--- src/rtl/spu_adpcm_decoder.sv ---
// rtl/spu_adpcm_decoder.sv - per-voice PSX SPU ADPCM block fetcher and decoder
// Fetches one 8-halfword block, decodes 28 samples with shift/filter prediction and exports loop flags.
module spu_adpcm_decoder #(
    parameter int ADDR_W = 18
) (
    input  logic              sys_clk,
    input  logic              reset_n,
    input  logic              start,
    input  logic              clr_hist,
    input  logic              abort,
    input  logic [15:0]       block_addr,
    output logic              ram_rd,
    output logic [ADDR_W-1:0] ram_addr,
    input  logic              ram_ack,
    input  logic [15:0]       ram_data,
    output logic [15:0]       sample_out,
    output logic              sample_valid,
    input  logic              sample_ready,
    output logic              flag_end,
    output logic              flag_repeat,
    output logic              flag_start,
    output logic              busy,
    output logic              done
);

    typedef enum logic [2:0] {
        S_IDLE  = 3'd0,
        S_HDR   = 3'd1,
        S_DAT   = 3'd2,
        S_DEC   = 3'd3,
        S_DRAIN = 3'd4
    } state_t;

    state_t             state;
    state_t             state_nxt;
    logic [3:0]         shift;
    logic [2:0]         filter;
    logic [15:0]        word_q;
    logic [2:0]         word_idx;
    logic [1:0]         nib_idx;
    logic               abort_pend;
    logic signed [15:0] old;
    logic signed [15:0] older;

    logic               accept_start;
    logic               abort_seen;
    logic               dec_fire;
    logic               last_nib;
    logic               last_word;

    logic [3:0]         nib;
    logic [3:0]         sh;
    logic signed [15:0] s_val;
    logic signed [24:0] f0;
    logic signed [24:0] f1;
    logic signed [24:0] acc;
    logic signed [24:0] y;
    logic [15:0]        dec_sample;

    // DONE blocks a same-cycle START so a voice cannot restart on its own completion pulse
    assign accept_start = (state == S_IDLE) && start && !abort && !done;
    assign abort_seen   = abort || abort_pend;
    assign dec_fire     = (state == S_DEC) && !abort && (!sample_valid || sample_ready);
    assign last_nib     = (nib_idx == 2'd3);
    assign last_word    = (word_idx == 3'd6);

    always_ff @(posedge sys_clk or negedge reset_n) begin
        if (!reset_n) begin
            state <= S_IDLE;
        end else begin
            state <= state_nxt;
        end
    end

    always_comb begin
        state_nxt = state;
        case (state)
            S_IDLE:  if (accept_start) state_nxt = S_HDR;
            S_HDR:   if (ram_ack) state_nxt = abort_seen ? S_IDLE : S_DAT;
            S_DAT:   if (ram_ack) state_nxt = abort_seen ? S_IDLE : S_DEC;
            S_DEC: begin
                if (abort) begin
                    state_nxt = S_IDLE;
                end else if (dec_fire && last_nib) begin
                    state_nxt = last_word ? S_DRAIN : S_DAT;
                end
            end
            S_DRAIN: if (abort || sample_ready) state_nxt = S_IDLE;
            default: state_nxt = S_IDLE;
        endcase
    end

    always_comb begin
        ram_rd = (state == S_HDR) || (state == S_DAT);
        busy   = (state != S_IDLE);
    end

    always_comb begin
        nib = 4'd0;
        case (nib_idx)
            2'd0: nib = word_q[3:0];
            2'd1: nib = word_q[7:4];
            2'd2: nib = word_q[11:8];
            2'd3: nib = word_q[15:12];
            default: nib = 4'd0;
        endcase
        sh    = (shift > 4'd12) ? 4'd9 : shift;
        s_val = $signed({nib, 12'h000}) >>> sh;
        case (filter)
            3'd0: begin f0 = 25'sd0;   f1 = 25'sd0;   end
            3'd1: begin f0 = 25'sd60;  f1 = 25'sd0;   end
            3'd2: begin f0 = 25'sd115; f1 = -25'sd52; end
            3'd3: begin f0 = 25'sd98;  f1 = -25'sd55; end
            default: begin f0 = 25'sd122; f1 = -25'sd60; end
        endcase
        acc = old * f0 + older * f1 + 25'sd32;
        y   = s_val + (acc >>> 6);
        if (y > 25'sd32767) begin
            dec_sample = 16'h7FFF;
        end else if (y < -25'sd32768) begin
            dec_sample = 16'h8000;
        end else begin
            dec_sample = y[15:0];
        end
    end

    always_ff @(posedge sys_clk or negedge reset_n) begin
        if (!reset_n) begin
            ram_addr     <= '0;
            shift        <= 4'd0;
            filter       <= 3'd0;
            flag_end     <= 1'b0;
            flag_repeat  <= 1'b0;
            flag_start   <= 1'b0;
            word_q       <= 16'd0;
            word_idx     <= 3'd0;
            nib_idx      <= 2'd0;
            abort_pend   <= 1'b0;
            old          <= 16'sd0;
            older        <= 16'sd0;
            sample_out   <= 16'd0;
            sample_valid <= 1'b0;
            done         <= 1'b0;
        end else begin
            done <= (state == S_DRAIN) && !abort && sample_ready;

            case (state)
                S_IDLE: begin
                    if (accept_start) begin
                        ram_addr    <= ADDR_W'({block_addr, 2'b00});
                        flag_end    <= 1'b0;
                        flag_repeat <= 1'b0;
                        flag_start  <= 1'b0;
                        word_idx    <= 3'd0;
                        abort_pend  <= 1'b0;
                        if (clr_hist) begin
                            old   <= 16'sd0;
                            older <= 16'sd0;
                        end
                    end
                end
                S_HDR: begin
                    if (abort) abort_pend <= 1'b1;
                    if (ram_ack && !abort_seen) begin
                        shift       <= ram_data[3:0];
                        filter      <= ram_data[6:4];
                        flag_end    <= ram_data[8];
                        flag_repeat <= ram_data[9];
                        flag_start  <= ram_data[10];
                        ram_addr    <= ram_addr + ADDR_W'(1);
                    end
                end
                S_DAT: begin
                    if (abort) abort_pend <= 1'b1;
                    if (ram_ack && !abort_seen) begin
                        word_q  <= ram_data;
                        nib_idx <= 2'd0;
                    end
                end
                S_DEC: begin
                    if (dec_fire) begin
                        sample_out <= dec_sample;
                        older      <= old;
                        old        <= dec_sample;
                        nib_idx    <= nib_idx + 2'd1;
                        if (last_nib && !last_word) begin
                            word_idx <= word_idx + 3'd1;
                            ram_addr <= ram_addr + ADDR_W'(1);
                        end
                    end
                end
                default: ;
            endcase

            // key-off discards any sample still waiting downstream
            if (abort && (state != S_IDLE)) begin
                sample_valid <= 1'b0;
            end else if (dec_fire) begin
                sample_valid <= 1'b1;
            end else if (sample_ready) begin
                sample_valid <= 1'b0;
            end
        end
    end

endmodule

--- config.mk ---
export PLATFORM = sky130hd
export DESIGN_NAME = spu_adpcm_decoder
export DESIGN_NICKNAME = d
export VERILOG_FILES = /design/src/rtl/spu_adpcm_decoder.sv
export SDC_FILE = /design/constraint.sdc
export NUM_CORES = 1
export LEC_CHECK = 0
export BUFFER_PORTS_ARGS = -buffer_cell sky130_fd_sc_hd__buf_2
export CAP_MARGIN = 20
export CORE_AREA = 2 2 159 161
export DETAILED_ROUTE_END_ITERATION = 8
export DIE_AREA = 0 0 161 163
export PLACE_DENSITY_LB_ADDON = 0.12
export SLEW_MARGIN = 20
export SYNTH_ARGS = -nofsm -noshare
export SYNTH_HDL_FRONTEND = slang
export SYNTH_SLANG_ARGS = --single-unit
--- constraint.sdc ---
create_clock -name sys_clk -period 12.9 [get_ports sys_clk]
set_input_delay 1.29 -clock sys_clk [delete_from_list [all_inputs] [get_ports sys_clk]]
set_output_delay 1.29 -clock sys_clk [all_outputs]
set_load 0.1 [all_outputs]
# [After elaboration in Yosys (flattened, before gate mapping)]
# Index checks and enable logic that the tools add are counted.
[totals] register_bits=103 inputBits=39 out_inout_bits=41 wordCells=138
[classes] addsub=6 multipliers=2 order_cmp=3 eq_ne=22 n_shift=1 n_mux=46 n_reduce_logical=42
[op_table] operator="$mux 16" count=6
[op_table] operator="$pmux 25 s3" count=1
[op_table] operator="$mux 18" count=4
[op_table] operator="$pmux 16 s2" count=2
[op_table] operator="$pmux 18 s3" count=1
[op_table] operator="$mux 3" count=10
[op_table] operator="$pmux 7 s4" count=1
[op_table] operator="$add 25x25->25" count=1
[op_table] operator="$add 25x7->25 const B" count=1
[op_table] operator="$mul 16x25->25" count=1
[op_table] operator="$mul 16x8->24" count=1
[op_table] operator="$add 16x19->20" count=1
[op_table] operator="$gt 20x16->1 const B" count=1
[op_table] operator="$lt 20x16->1 const B" count=1
[op_table] operator="$add 18x1->18 const B" count=1
[op_table] operator="$pmux 4 s4" count=1
[op_table] operator="$sshr 16x4->16" count=1
[op_table] operator="$pmux 3 s5" count=1
[op_table] operator="$eq 3x2->1 const B" count=4
[op_table] operator="$ne 2x2->1 const B" count=6
[op_table] operator="$logic_and 1x1->1" count=11
[op_table] operator="$reduce_and 5->1" count=2
[op_table] operator="$reduce_and 3->1" count=3
[op_table] operator="$reduce_bool 3->1" count=3
[op_table] operator="23 further kinds" count=57

# [Logic depth before layout (Yosys ltp)]
[depth] word_depth=12 mapped_depth=53 ltp_nobuf=47

# [Worst setup path before layout]
# Ideal clock, no wire load.
[synth_timing] path_type="register -> register" start="register filter[2]" end="register old[13]" setup_time_ns=0.087 arrival_time_ns=11.644 required_time_ns=12.813 path_slack_ns=1.169 stages_incl_launch_ff=50 path_buffers=6 period_less_slack_ns=11.731 path_cell_list="dfrtp_1 -> clkbuf_1 -> nor2_1 -> and2_1 -> clkbuf_1 -> or2_2 -> clkbuf_1 -> clkbuf_1 -> o21ai_0 -> fa_1 -> inv_1 -> fa_1 -> fa_1 -> inv_1 -> fa_1 -> inv_1 -> ha_1 -> and3_1 -> (+14 left out) -> a21o_1 -> a21o_1 -> a21oi_1 -> o21ai_0 -> and2_1 -> o21a_1 -> o31a_1 -> ha_1 -> buf_2 -> nand3_1 -> nor3_1 -> nor3_1 -> a2111oi_1 -> o211ai_1 -> a211oi_1 -> a21oi_1 -> buf_2 -> o211ai_1"
[synth_via] elab_chain_cells=12 elab_cells_between_ends=18 cone_classes="3 x add/sub; 2 x mul; 2 x order compare; 3 x eq/ne; 6 x mux; 2 x reduce/logical"
[synth_lines] element="from (decl)" line_no="37" text="logic [2:0] filter;"
[synth_lines] element="from (signal assigned)" line_no="166" text="filter <= ram_data[6:4];"
[synth_lines] element="$eq 3x1->1 / $logic_not 3->1 (equally long branches)" line_no="109" text="case (filter)"
[synth_lines] element="$reduce_or 2->1 (no line)"
[synth_lines] element="$pmux 25 s3" line_no="109"
[synth_lines] element="$mul 16x25->25" line_no="116" text="acc = old * f0 + older * f1 + 25'sd32;"
[synth_lines] element="$add 25x25->25 (*)" line_no="116"
[synth_lines] element="$add 25x7->25 (*)" line_no="116"
[synth_lines] element="$add 16x19->20 (*)" line_no="117" text="y = s_val + (acc >>> 6);"
[synth_lines] element="$lt 20x16->1" line_no="120" text="end else if (y < -25'sd32768) begin"
[synth_lines] element="$mux 16" line_no="120"
[synth_lines] element="$mux 16 (*)" line_no="118" text="if (y > 25'sd32767) begin"
[synth_lines] element="$mux 16 (*)" line_no="181" text="if (dec_fire) begin"
[synth_lines] element="$pmux 16 s2 (*)" line_no="147" text="case (state)"
[synth_lines] element="to (signal assigned)" line_no="184" text="old <= dec_sample;"
[synth_lines] element="to (decl)" line_no="42" text="logic signed [15:0] old;"
# Every way passes the cells marked *; elsewhere a longest branch is shown, timed or not. The select of a mux whose other input is x is not followed.
# A chain may end at the register's enable or synchronous reset.

# [Final worst setup path]
[layout_timing] start="register filter[2]" end="register sample_out[12]"
[layout_via] elab_chain_cells=10 elab_cells_between_ends=16 cone_classes="3 x add/sub; 2 x mul; 2 x order compare; 3 x eq/ne; 4 x mux; 2 x reduce/logical"
[layout_lines] element="$eq 3x1->1 / $logic_not 3->1 (equally long branches)" line_no="109"
[layout_lines] element="$reduce_or 2->1 (no line)"
[layout_lines] element="$pmux 25 s3" line_no="109"
[layout_lines] element="$mul 16x25->25" line_no="116"
[layout_lines] element="$add 25x25->25 (*)" line_no="116"
[layout_lines] element="$add 25x7->25 (*)" line_no="116"
[layout_lines] element="$add 16x19->20 (*)" line_no="117"
[layout_lines] element="$lt 20x16->1" line_no="120"
[layout_lines] element="$mux 16" line_no="120"
[layout_lines] element="$mux 16 (*)" line_no="118"
[layout_lines] element="to (signal assigned)" line_no="182" text="sample_out <= dec_sample;"
[layout_lines] element="to (decl)" line_no="16" text="output logic [15:0] sample_out,"
# Every way passes the cells marked *; elsewhere a longest branch is shown, timed or not.

==> out/metrics.csv <==
stage;metric;value;unit
placed_design;dpl hpwl;30.1;mm
logic_synthesis;most common cell in the netlist;inv_1;
routing;DRC violations left;0;
logic_synthesis;Syn Inst Count;1712;
run_status;outcome;completed;
floorplanning;Core Area;24700;um^2
clocking;CTS Root Buffer Type;clkbuf_16;
logic_synthesis;Netlist cell types;62;
routing;Via density;5.64;
logic_synthesis;ys flop type;dfrtp_1;
placed_design;pre-CTS WS;0.341;ns
cells_and_area;share of cells above drive strength 1;8.59;%
grt;initial antenna violation count;5;
sta;sum of negative setup slack;0;ns
placed_design;IO buf count;79;
logic_synthesis;Mapped Nets;2141;
sta;clk_skew;0.00723;ns
logic_synthesis;Syn Area/Cell;9.07;um^2
worst_setup_path;Crit-path slowest cell;fa_1;
routing;DRT iter0 DRCs;686;
sta;RSZ-0062 raised after global routing;false;
sta;Finish-stage setup viols;0;
floorplanning;overall die height;163;um
clocking;Clock Sinks;103;
cells_and_area;filler cell count;2082;
job;maxcap violations;0;
sta;Worst Tran Pin Value;1.02;ns
sta;Slew headroom;30.4;%
logic_synthesis;asr flop ratio synth;100;%
floorplanning;row count;58;
floorplanning;Ports;80;
routing;WL met1;15.5;mm
logic_synthesis;post-synthesis cell area;15500;um^2
clocking;H-Tree Depth;3;
floorplanning;Initial Util;62.9;%
sta;Fin. Hold Viols;0;
worst_setup_path;critical path type;flip-flop to flip-flop;
cells_and_area;register area;2580;um^2
cells_and_area;Nets;2194;
clocking;clock buffer depth;2;
clocking;Hold Buf Count CTS;0;
sta;worst hold slack;0.503;ns
placed_design;routability cong.;0.921;
sta;Worst Slack Setup Final;0.756;ns
routing;WL per Instance;17.2;um
worst_setup_path;CP peak stage delay;0.54;ns
logic_synthesis;Yosys top cell by area;fa_1;
sta;fin crit period;12.14;ns
floorplanning;die area;26200;um^2
logic_synthesis;top post-synthesis cells by count;inv_1 (347), fa_1 (210), ha_1 (180);
logic_synthesis;top-area cell type share of the netlist area;27.1;%
worst_setup_path;Largest delay share family, worst path;adder cells;
logic_synthesis;Yosys warnings;0;
logic_synthesis;Post-synth EDFFs;0;
clocking;worst skew pair latency;0.36;ns
floorplanning;Die Width;161;um
routing;Detail Route Antenna Nets;0;
clocking;clock-pin slew on the worst setup and hold paths;0.08;ns
hold_path;Worst Hold Class;flip-flop to flip-flop;
sta;Slew Limit Fails;0;
worst_setup_path;Arr. time, crit path;12.41;ns
cells_and_area;area delta synth->final;6.70;%
grt;vias in the first global route;12100;
worst_setup_path;Critical path buffers and inverters;6;
logic_synthesis;#FFs+latches synth;103;
routing;highest metal used;met5;
worst_setup_path;CP Max Fanout;27;
worst_setup_path;CP Launch Type;flip-flop;
routing;DR vias;11900;
worst_setup_path;CP most frequent cell;fa_1;
routing;WL final;36.1;mm
grt;first-pass GRT wire length;60.4;mm
routing;1st-pass router iterations;7;
cells_and_area;area of the multi-input gates;11500;um^2
sta;f_max;82.3;MHz
grt;total track usage;29.1;%
clocking;TritonCTS clock tree;built;
routing;Detail Route met2 WL;17.5;mm
logic_synthesis;top cells by area, synth;fa_1 (27%), dfrtp_1 (17%), ha_1 (15%), inv_1 (8.4%), nand2_1 (3.7%);
grt;largest net degree at the start of global routing;69;
worst_setup_path;critical path endpoint category;flip-flop;
clocking;Num CTS Buffers;9;
logic_synthesis;sequential fraction of the synthesis area;16.6;%
worst_setup_path;Worst Path Required;13.17;ns
sta;Final Cycle Share;94.1;%
grt;Congestion Overflow GR;0;
routing;WL met3;2.32;mm
==> metal layers <==
metal	vias to the layer above	GRT usage, %
li1	5671	-
met1	5831	39.0
met2	305	48.8
met3	47	5.81
met4	6	7.63
met5	-	0
==> path summary, 6_finish.rpt <==
check | from | endpoint | slack, ns | cells past startpoint
worst max-delay path | filter[2] | sample_out[12] | 0.76 | 46
worst min-delay path | word_q[1] | word_q[1] | 0.50 | 1
worst max register to register | filter[2] | sample_out[12] | 0.76 | 46
worst min register to register | word_q[1] | word_q[1] | 0.50 | 1
max in group asynchronous | reset_n | sample_out[1] | 10.76 | 2
min in group asynchronous | reset_n | older[6] | 0.90 | 1
==> placed cells by master (no fill, tap or decap), drive strengths merged, types with 4 or more instances in the layout <==
| master | instances |
|---|---|
| or2 | 6 |
| o211a | 4 |
| nor4 | 4 |
| fa | 210 |
| nor2b | 44 |
| a31oi | 7 |
| mux2i | 9 |
| o22ai | 7 |
| dfrtp | 103 |
| nand2 | 155 |
| a22oi | 17 |
| o21ai | 63 |
| a222oi | 4 |
| nand3 | 27 |
| inv | 350 |
| a221o | 10 |
| mux2 | 23 |
| a21o | 16 |
| nand2b | 7 |
| buf | 94 |
| xor2 | 21 |
| and3 | 8 |
| a22o | 24 |
| a211oi | 5 |
| o31a | 5 |
| and2 | 53 |
| o31ai | 9 |
| nand4 | 8 |
| nor3 | 23 |
| xnor2 | 43 |
| clkbuf | 9 |
| o21a | 11 |
| a21oi | 84 |
| nor2 | 65 |
| ha | 180 |
| o211ai | 14 |
==> cell families after synthesis <==
group | share of synthesized area (%)
AO/OA/AOI/OAI | 13.3
adder cells (fa/ha/maj) | 41.6
other | 0.0242
XOR/XNOR | 3.61
flip-flops | 16.6
multiplexers | 2.25
AND/OR/NAND/NOR | 12.9
buffers and inverters | 9.73
==> what timing repair did <==
| item | CTS | global route |
|---|---|---|
| setup endpoints to repair | 0 | 30 |
| resized for setup | 0 | 7 |
| buffers inserted | 0 | 0 |
| endpoints found under the hold margin | 0 | 0 |
==> registers in the layout (all words and copies together), names as in the netlist <==
register	flops
filter	3
flag_end	1
word_idx	3
word_q	16
nib_idx	2
older	16
old	16
state	3
ram_addr	18
flag_start	1
abort_pend	1
done	1
sample_out	16
flag_repeat	1
sample_valid	1
shift	4
==> area by class of cell <==
cell class                 instances  area share [%]
antenna                            2          0.0302
clock buffer                       9            1.36
clock inverter                     6           0.310
inverter                         347            7.86
multi-input combinational       1210            69.3
sequential                       103            15.6
tap                              330            2.49
timing repair buffer              94            3.08
==> through the flow <==
stage / util, % / instances / area (um^2)
detailed placement: 65.9 / 2084 / 16300
CTS: 67.0 / 2099 / 16500
floorplan: - / 1712 / 15500
global placement: 65.9 / 2084 / 16300
finish: 67.1 / 2101 / 16600
global route: 67.1 / 2099 / 16600
Power is not shown: default switching activity piles up to over one toggle a cycle in this logic, so the estimate is an artifact.
